$ cat config.mk
export PLATFORM = sky130hd
export DESIGN_NAME = usb_rx_controller_flat
export DESIGN_NICKNAME = d
export VERILOG_FILES = /design/src/rtl/usb_pkg.sv /design/src/rtl/usb_rx_controller_if.sv /design/src/rtl/usb_rx_crc16.sv /design/src/rtl/usb_rx_controller.sv /design/src/flat_wrapper.sv
export SDC_FILE = /design/constraint.sdc
export NUM_CORES = 1
export LEC_CHECK = 0
export CELL_PAD_IN_SITES_DETAIL_PLACEMENT = 2
export CELL_PAD_IN_SITES_GLOBAL_PLACEMENT = 2
export CORE_ASPECT_RATIO = 1.5
export CORE_MARGIN = 2
export CORE_UTILIZATION = 34
export DETAILED_ROUTE_END_ITERATION = 16
export GPL_TIMING_DRIVEN = 0
export PLACE_DENSITY = 0.77
export RECOVER_POWER = 25
export SLEW_MARGIN = 0
export SYNTH_ARGS = -nofsm -noshare
export SYNTH_HDL_FRONTEND = slang
export SYNTH_SLANG_ARGS = --single-unit
$ cat constraint.sdc
create_clock -name clk -period 2.4 [get_ports clk]
set_clock_uncertainty 0.1 [all_clocks]
set_input_delay 0.48 -clock clk [delete_from_list [all_inputs] [get_ports clk]]
set_output_delay 0.48 -clock clk [all_outputs]
set_load 0.005 [all_outputs]
$ cat src/rtl/usb_pkg.sv
// Shared USB receive definitions: PID nibbles, rx_packet codes, framing
// constants and the receive controller state enum.
package usb_pkg;

  localparam logic [3:0] PID_OUT   = 4'b0001;
  localparam logic [3:0] PID_IN    = 4'b1001;
  localparam logic [3:0] PID_DATA0 = 4'b0011;
  localparam logic [3:0] PID_DATA1 = 4'b1011;
  localparam logic [3:0] PID_ACK   = 4'b0010;
  localparam logic [3:0] PID_NAK   = 4'b1010;
  localparam logic [3:0] PID_STALL = 4'b1110;

  localparam logic [2:0] PKT_NONE  = 3'd0;
  localparam logic [2:0] PKT_OUT   = 3'd1;
  localparam logic [2:0] PKT_IN    = 3'd2;
  localparam logic [2:0] PKT_DATA0 = 3'd3;
  localparam logic [2:0] PKT_DATA1 = 3'd4;
  localparam logic [2:0] PKT_ACK   = 3'd5;
  localparam logic [2:0] PKT_NAK   = 3'd6;
  localparam logic [2:0] PKT_STALL = 3'd7;

  localparam logic [7:0]  SYNC_BYTE     = 8'h80;
  localparam logic [15:0] CRC16_RESIDUE = 16'h800D;
  localparam logic [15:0] CRC16_POLY    = 16'h8005;

  typedef enum logic [2:0] {
    IDLE, SYNC_WAIT, PID_WAIT, TOKEN, HS_EOP, DATA, EOP_WAIT, ERR
  } rx_state_t;

endpackage

$ cat src/rtl/usb_rx_controller_if.sv
// Bus bundle between the bit-level receive path / FIFO / slave and the
// packet receive controller. The controller connects through the slave
// modport; the surrounding logic (or a bench) drives through master.
interface usb_rx_controller_if;
  logic       d_edge;
  logic       byte_received;
  logic [7:0] rcv_data;
  logic       eop;
  logic [6:0] buffer_occupancy;
  logic       rcving;
  logic       flush;
  logic       w_enable;
  logic [7:0] w_data;
  logic [2:0] rx_packet;
  logic       rx_data_ready;
  logic       rx_error;

  modport master (
    output d_edge, byte_received, rcv_data, eop, buffer_occupancy,
    input  rcving, flush, w_enable, w_data, rx_packet, rx_data_ready, rx_error
  );

  modport slave (
    input  d_edge, byte_received, rcv_data, eop, buffer_occupancy,
    output rcving, flush, w_enable, w_data, rx_packet, rx_data_ready, rx_error
  );
endinterface

$ cat src/rtl/usb_rx_crc16.sv
// Bytewise USB CRC16 checker (x^16+x^15+x^2+1, LSB first, init FFFF).
// Feeding the payload plus its transmitted CRC leaves the fixed residue.
module usb_rx_crc16
  import usb_pkg::*;
(
  input  logic       clk,
  input  logic       n_rst,
  input  logic       clear,
  input  logic       byte_valid,
  input  logic [7:0] data_in,
  output logic       crc_ok
);

  logic [15:0] crc_q, crc_d;

  // Fold one byte into the running remainder, first bus bit first
  always_comb begin
    crc_d = crc_q;
    if (clear) begin
      crc_d = 16'hFFFF;
    end else if (byte_valid) begin
      for (int i = 0; i < 8; i++) begin
        if (data_in[i] ^ crc_d[15]) crc_d = {crc_d[14:0], 1'b0} ^ CRC16_POLY;
        else                        crc_d = {crc_d[14:0], 1'b0};
      end
    end
  end

  // Remainder register
  always_ff @(posedge clk or negedge n_rst) begin
    if (!n_rst) crc_q <= 16'hFFFF;
    else        crc_q <= crc_d;
  end

  assign crc_ok = (crc_q == CRC16_RESIDUE);

endmodule

$ cat src/rtl/usb_rx_controller.sv
// Packet-level USB full-speed receive controller: frames SYNC/PID/payload/
// CRC/EOP, writes DATA payload bytes (CRC stripped) into the endpoint FIFO
// and reports packet type, data-ready and error status.
// Build option: define USB_RX_CRC_CHECK_EN to instantiate the CRC16 checker;
// without it CRC mismatches are not reported.
module usb_rx_controller
  import usb_pkg::*;
#(
  parameter int MAX_PAYLOAD = 64,
  parameter int FIFO_DEPTH  = 64
) (
  input logic             clk,
  input logic             n_rst,
  usb_rx_controller_if.slave bus
);

  localparam int CNT_W = $clog2(MAX_PAYLOAD + 4);
  localparam logic [CNT_W-1:0] MAX_TOTAL = CNT_W'(MAX_PAYLOAD + 2);
  localparam logic [CNT_W-1:0] TWO       = CNT_W'(2);
  localparam logic [6:0]       FIFO_FULL = 7'(FIFO_DEPTH);

  rx_state_t        state_q, state_d;
  logic [CNT_W-1:0] count_q, count_d;
  logic [7:0]       h0_q, h0_d, h1_q, h1_d;
  logic [2:0]       pkt_q, pkt_d;
  logic             rcving_q, rcving_d;
  logic             flush_q, flush_d;
  logic             w_enable_q, w_enable_d;
  logic [7:0]       w_data_q, w_data_d;
  logic [2:0]       rx_packet_q, rx_packet_d;
  logic             rx_data_ready_q, rx_data_ready_d;
  logic             rx_error_q, rx_error_d;
  logic             err_eop, data_done, write_h1;
  logic             crc_ok;

`ifdef USB_RX_CRC_CHECK_EN
  logic crc_clear, crc_feed;
  assign crc_clear = (state_q == PID_WAIT) && (state_d == DATA);
  assign crc_feed  = (state_q == DATA) && bus.byte_received && !bus.eop;

  usb_rx_crc16 u_crc16 (
    .clk        (clk),
    .n_rst      (n_rst),
    .clear      (crc_clear),
    .byte_valid (crc_feed),
    .data_in    (bus.rcv_data),
    .crc_ok     (crc_ok)
  );
`else
  assign crc_ok = 1'b1;
`endif

  // State and datapath registers
  always_ff @(posedge clk or negedge n_rst) begin
    if (!n_rst) begin
      state_q         <= IDLE;
      count_q         <= '0;
      h0_q            <= '0;
      h1_q            <= '0;
      pkt_q           <= PKT_NONE;
      rcving_q        <= 1'b0;
      flush_q         <= 1'b0;
      w_enable_q      <= 1'b0;
      w_data_q        <= '0;
      rx_packet_q     <= PKT_NONE;
      rx_data_ready_q <= 1'b0;
      rx_error_q      <= 1'b0;
    end else begin
      state_q         <= state_d;
      count_q         <= count_d;
      h0_q            <= h0_d;
      h1_q            <= h1_d;
      pkt_q           <= pkt_d;
      rcving_q        <= rcving_d;
      flush_q         <= flush_d;
      w_enable_q      <= w_enable_d;
      w_data_q        <= w_data_d;
      rx_packet_q     <= rx_packet_d;
      rx_data_ready_q <= rx_data_ready_d;
      rx_error_q      <= rx_error_d;
    end
  end

  // Next-state: packet framing; eop always wins over a same-cycle byte
  always_comb begin
    state_d   = state_q;
    count_d   = count_q;
    h0_d      = h0_q;
    h1_d      = h1_q;
    pkt_d     = pkt_q;
    err_eop   = 1'b0;
    data_done = 1'b0;
    write_h1  = 1'b0;
    unique case (state_q)
      IDLE: if (bus.d_edge) state_d = SYNC_WAIT;
      SYNC_WAIT: begin
        if (bus.eop) begin
          state_d = EOP_WAIT;
          err_eop = 1'b1;
        end else if (bus.byte_received) begin
          state_d = (bus.rcv_data == SYNC_BYTE) ? PID_WAIT : ERR;
        end
      end
      PID_WAIT: begin
        if (bus.eop) begin
          state_d = EOP_WAIT;
          err_eop = 1'b1;
        end else if (bus.byte_received) begin
          count_d = '0;
          if (bus.rcv_data[7:4] != ~bus.rcv_data[3:0]) begin
            state_d = ERR;
          end else begin
            case (bus.rcv_data[3:0])
              PID_OUT:   begin state_d = TOKEN;  pkt_d = PKT_OUT;   end
              PID_IN:    begin state_d = TOKEN;  pkt_d = PKT_IN;    end
              PID_DATA0: begin state_d = DATA;   pkt_d = PKT_DATA0; end
              PID_DATA1: begin state_d = DATA;   pkt_d = PKT_DATA1; end
              PID_ACK:   begin state_d = HS_EOP; pkt_d = PKT_ACK;   end
              PID_NAK:   begin state_d = HS_EOP; pkt_d = PKT_NAK;   end
              PID_STALL: begin state_d = HS_EOP; pkt_d = PKT_STALL; end
              default:   state_d = ERR;
            endcase
          end
        end
      end
      TOKEN: begin
        if (bus.eop) begin
          state_d = EOP_WAIT;
          err_eop = (count_q != TWO);
        end else if (bus.byte_received) begin
          if (count_q == TWO) state_d = ERR;
          else                count_d = count_q + 1'b1;
        end
      end
      HS_EOP: begin
        if (bus.eop)                state_d = EOP_WAIT;
        else if (bus.byte_received) state_d = ERR;
      end
      DATA: begin
        if (bus.eop) begin
          state_d = EOP_WAIT;
          if (count_q < TWO || !crc_ok) err_eop   = 1'b1;
          else                          data_done = 1'b1;
        end else if (bus.byte_received) begin
          if (count_q == MAX_TOTAL) begin
            state_d = ERR;
          end else if (count_q >= TWO && bus.buffer_occupancy == FIFO_FULL) begin
            state_d = ERR;
          end else begin
            count_d  = count_q + 1'b1;
            h1_d     = h0_q;
            h0_d     = bus.rcv_data;
            write_h1 = (count_q >= TWO);
          end
        end
      end
      EOP_WAIT: if (!bus.eop) state_d = IDLE;
      ERR:      if (bus.eop)  state_d = EOP_WAIT;
      default:  state_d = IDLE;
    endcase
  end

  // Outputs: registered status and FIFO strobes derived from the transition
  always_comb begin
    rcving_d        = rcving_q;
    flush_d         = 1'b0;
    w_enable_d      = 1'b0;
    w_data_d        = w_data_q;
    rx_packet_d     = rx_packet_q;
    rx_data_ready_d = rx_data_ready_q;
    rx_error_d      = rx_error_q;
    if (state_q == IDLE && bus.d_edge) begin
      rcving_d        = 1'b1;
      rx_packet_d     = PKT_NONE;
      rx_data_ready_d = 1'b0;
      rx_error_d      = 1'b0;
    end
    if (state_q == EOP_WAIT && !bus.eop) rcving_d = 1'b0;
    if (state_q == PID_WAIT && state_d == DATA) flush_d = 1'b1;
    if (write_h1) begin
      w_enable_d = 1'b1;
      w_data_d   = h1_q;
    end
    if (state_d == ERR || err_eop) rx_error_d = 1'b1;
    if (data_done) rx_data_ready_d = 1'b1;
    if ((state_q == TOKEN || state_q == HS_EOP || state_q == DATA) &&
        state_d == EOP_WAIT && !err_eop) begin
      rx_packet_d = pkt_q;
    end
  end

  assign bus.rcving        = rcving_q;
  assign bus.flush         = flush_q;
  assign bus.w_enable      = w_enable_q;
  assign bus.w_data        = w_data_q;
  assign bus.rx_packet     = rx_packet_q;
  assign bus.rx_data_ready = rx_data_ready_q;
  assign bus.rx_error      = rx_error_q;

endmodule
$ cat src/flat_wrapper.sv
// flat-port wrapper written by rule: the top's interface ports become plain ports
module usb_rx_controller_flat import usb_pkg::*;
#(
  parameter int MAX_PAYLOAD = 64,
  parameter int FIFO_DEPTH  = 64
)
  (clk, n_rst, bus_d_edge, bus_byte_received, bus_rcv_data, bus_eop, bus_buffer_occupancy, bus_rcving, bus_flush, bus_w_enable, bus_w_data, bus_rx_packet, bus_rx_data_ready, bus_rx_error);
  usb_rx_controller_if bus_i ();
  input logic clk;
  input logic n_rst;
  input wire logic [$bits(bus_i.d_edge)-1:0] bus_d_edge;
  input wire logic [$bits(bus_i.byte_received)-1:0] bus_byte_received;
  input wire logic [$bits(bus_i.rcv_data)-1:0] bus_rcv_data;
  input wire logic [$bits(bus_i.eop)-1:0] bus_eop;
  input wire logic [$bits(bus_i.buffer_occupancy)-1:0] bus_buffer_occupancy;
  output wire logic [$bits(bus_i.rcving)-1:0] bus_rcving;
  output wire logic [$bits(bus_i.flush)-1:0] bus_flush;
  output wire logic [$bits(bus_i.w_enable)-1:0] bus_w_enable;
  output wire logic [$bits(bus_i.w_data)-1:0] bus_w_data;
  output wire logic [$bits(bus_i.rx_packet)-1:0] bus_rx_packet;
  output wire logic [$bits(bus_i.rx_data_ready)-1:0] bus_rx_data_ready;
  output wire logic [$bits(bus_i.rx_error)-1:0] bus_rx_error;
  assign bus_i.d_edge = bus_d_edge;
  assign bus_i.byte_received = bus_byte_received;
  assign bus_i.rcv_data = bus_rcv_data;
  assign bus_i.eop = bus_eop;
  assign bus_i.buffer_occupancy = bus_buffer_occupancy;
  assign bus_rcving = bus_i.rcving;
  assign bus_flush = bus_i.flush;
  assign bus_w_enable = bus_i.w_enable;
  assign bus_w_data = bus_i.w_data;
  assign bus_rx_packet = bus_i.rx_packet;
  assign bus_rx_data_ready = bus_i.rx_data_ready;
  assign bus_rx_error = bus_i.rx_error;
  usb_rx_controller #(.MAX_PAYLOAD(MAX_PAYLOAD), .FIFO_DEPTH(FIFO_DEPTH)) u_core (.clk(clk), .n_rst(n_rst), .bus(bus_i));
endmodule
==> qor.csv <==
stage,metric,value,unit
outcome,outcome,completed,
cells_and_area,diodes,0,
synthesis,synthAdderAreaFrac,1.09,%
synthesis,synth_seq_cells,45,
synthesis,synth_most_common_cell,dfrtp_1,
worst_setup_path,crit_path_top_delay_cell,dfrtp_1,
grt,grt_pass1_vias,2072,
routing,wl_per_cell,19.9,µm
synthesis,synth_common_cells,"dfrtp_1, mux2_2, nand2_1",
grt,grt_overflow,0,
floorplan,core,6530,µm²
synthesis,synth_area_leaders,"dfrtp_1, mux2_2, o21ai_0, nand2_1, nor2b_1",
synthesis,yosysWarningCount,0,
place,globalplace.congestion,0.801,
clock_network,cts_root_buf,clkbuf_8,
cells_and_area,fin_cells,341,
floorplan,rows,36,
worst_setup_path,path_cells,"nor2b_2, and2_1, nand2_1, a31oi_1, nand3b_1, buf_4, mux2_2",
synthesis,synth-async-reset-ratio,100,%
place,place_inst,323,
cells_and_area,nNetsFinal,286,
synthesis,ys.flop_type,dfrtp_1,
cells_and_area,final_util,46.3,%
clock_network,clockBufferDepth,2,
worst_setup_path,critPathMaxFanout,9,
power_and_ir_drop,p_leak,1.38,nW
place,port_buffers,31,
clock_network,clk_latency,0.31,ns
sta,slew_violations,0,
sta,fin_hold_ws,0.233,ns
clock_network,path_clk_slew,0.09,ns
synthesis,synth_top_family_by_area,simple AND/OR/NAND/NOR gates,
synthesis,seq_area_frac_synth,48.9,%
routing,vias_per_cell,5.48,
cells_and_area,stdcell_area,3020,µm²
synthesis,synth_top_cell_by_area,dfrtp_1,
synthesis,ys_types,48,
synthesis,syn_avg_cell_area,10.7,µm²
place,pre_cts_slack,-0.657,ns
cells_and_area,fill_cells,650,
sta,maxSlewHeadroom,29.9,%
power_and_ir_drop,p_total,2.59,mW
routing,ant_nets,0,
sta,fin_crit_sh,94.7,%
sta,tightest_slew,1.05,ns
clock_network,cts_buffers,5,
grt,grt_max_degree,28,
floorplan,die_w,71.2,µm
clock_network,cts_hold_buf,0,
worst_setup_path,worst_setup_path_end_kind,flop,
cells_and_area,area_delta_synth_final,31.2,%
floorplan,io_pins,36,
grt,grt_use_total,18.2,%
worst_setup_path,worstPathRequired,2.48,ns
grt,grt_pass1_wl,10800,µm
sta,fmax,440,MHz
routing,drt_pass1_iterations,4,
cells_and_area,drive_gt1_share,26.0,%
clock_network,cts_tree,built,
synthesis,synthSimpleGateAreaFrac,17.5,%
routing,vias,1869,
routing,first_iter_violations,78,
floorplan,dieArea,7470,µm²
run,maxCapViolCount,0,
floorplan,initial_utilization,35.3,%
synthesis,netlist_instances,215,
worst_setup_path,critPathBufInv,1,
worst_setup_path,critPathKind,flop to flop,
sta,setup_violations,0,
sta,setup_ws,0.128,ns
sta,hold_viol_final,0,
worst_setup_path,r2r_slack,0.13,ns
synthesis,synth_compound_area_share,14.2,%
worst_setup_path,setup.worst_path.start_class,flop,
synthesis,synth-edff-count,0,
sta,tns,0,ns
synthesis,yosys-mux-area-fraction,13.1,%
place,dpl-instance-area,2730,µm²
synthesis,syn_area,2300,µm²
worst_hold_path,hp-class,primary input to asynchronous set/reset pin,
sta,layout_min_cycle_time,2.27,ns
synthesis,syn_nets,237,
synthesis,synth_top_area_share,48.9,%
synthesis,synth-xor-area-share,2.28,%
place,hpwl,4660,µm
clock_network,cts_sinks,45,
routing,wl,6770,µm
sta,rsz0062_at_grt,no,
worst_setup_path,critPathArrivalTime,2.36,ns
worst_setup_path,cp_slowest_stage_delay,0.45,ns
grt,antenna_found_initial,0,
clock_network,htree_levels,2,
power_and_ir_drop,cellPowerDensity,857,nW/µm²
routing,drc,0,
power_and_ir_drop,ir_worst_vdd,428,µV
worst_setup_path,crit_family,simple AND/OR/NAND/NOR gates,
floorplan,die_h,105,µm
-- registers in the layout, summed over array words and instances (netlist names), 3 cells and up --
name / flops
u_core.bus.rx_packet: 3
u_core.bus.w_data: 8
u_core.count_q: 7
u_core.h0_q: 8
u_core.h1_q: 8
u_core.pkt_q: 3
u_core.state_q: 3
-- per-layer routing --
| metal | part of all wire (%) | track usage [%] |
|---|---|---|
| met5 | 0 | 0 |
| met4 | 1.5 | 4.04 |
| met3 | 2.4 | 2.70 |
| met2 | 58 | 33.9 |
| met1 | 39 | 21.5 |
-- worst paths after layout --
path                            cells past startpoint                               end                   startpoint
worst min-delay path                                1       u_core.pkt_q[1]$_DFFE_PN0P_                        n_rst
worst max register to register                      7  u_core.bus.w_data[6]$_DFFE_PN0P_  u_core.state_q[2]$_DFF_PN0_
max in group asynchronous                           2  u_core.bus.w_data[4]$_DFFE_PN0P_                        n_rst
min in group clk                                    1        u_core.h1_q[7]$_DFFE_PN0P_   u_core.h1_q[7]$_DFFE_PN0P_
worst max-delay path                                7  u_core.bus.w_data[6]$_DFFE_PN0P_  u_core.state_q[2]$_DFF_PN0_
worst min register to register                      1        u_core.h1_q[7]$_DFFE_PN0P_   u_core.h1_q[7]$_DFFE_PN0P_
-- cell type report --
| cell class | count | area (µm²) | area share, % |
|---|---|---|---|
| Buffer | 9 | 51.3 | 1.70 |
| Inverter | 8 | 30.0 | 0.993 |
| Clock buffer | 7 | 86.3 | 2.86 |
| Multi-Input combinational cell | 153 | 1200 | 39.8 |
| Timing Repair Buffer | 42 | 400 | 13.2 |
| Clock inverter | 1 | 30.0 | 0.993 |
| Tap cell | 76 | 95.1 | 3.15 |
| Sequential cell | 45 | 1130 | 37.3 |
-- report_power, final --
| part | total [mW] | leakage [nW] | internal (mW) | switching [mW] |
|---|---|---|---|---|
| registers | 1.09 | 0.603 | 0.951 | 0.142 |
| logic | 0.892 | 0.714 | 0.424 | 0.468 |
| clock network | 0.605 | 0.0585 | 0.340 | 0.265 |
-- logic make-up after synthesis --
| group | count (synthesis) |
|---|---|
| xor gates and xnor gates | 6 |
| and+or+nand+nor | 69 |
| adders and majority gates | 2 |
| buffers and inverters | 17 |
| AOI/OAI and AO/OA | 49 |
| muxes | 27 |
| DFF | 45 |
-- what timing repair did --
| item | 4_1_cts | 5_1_grt |
|---|---|---|
| setup buffers | 4 | 6 |
| resized for setup | 15 | 17 |
| setup endpoints to repair | 29 | 28 |
| hold endpoints to repair | 0 | 0 |
| pin swaps | 4 | 11 |
-- layout by cell type, fill, tap and decap left out, types with 3 or more instances in the layout --
master,n
dfrtp_1,45
nand3b_1,4
xnor2_1,4
clkbuf_8,6
clkbuf_1,7
nor2b_1,6
o21ai_0,19
nor4_4,3
dlymetal6s2s_1,7
clkdlybuf4s50_1,22
nand3_1,3
nand2b_1,5
mux2_2,25
buf_4,11
nand2_1,18
a21oi_1,5
inv_1,8
nor2_1,11
Note: power is estimated with default switching activity, not from simulation.
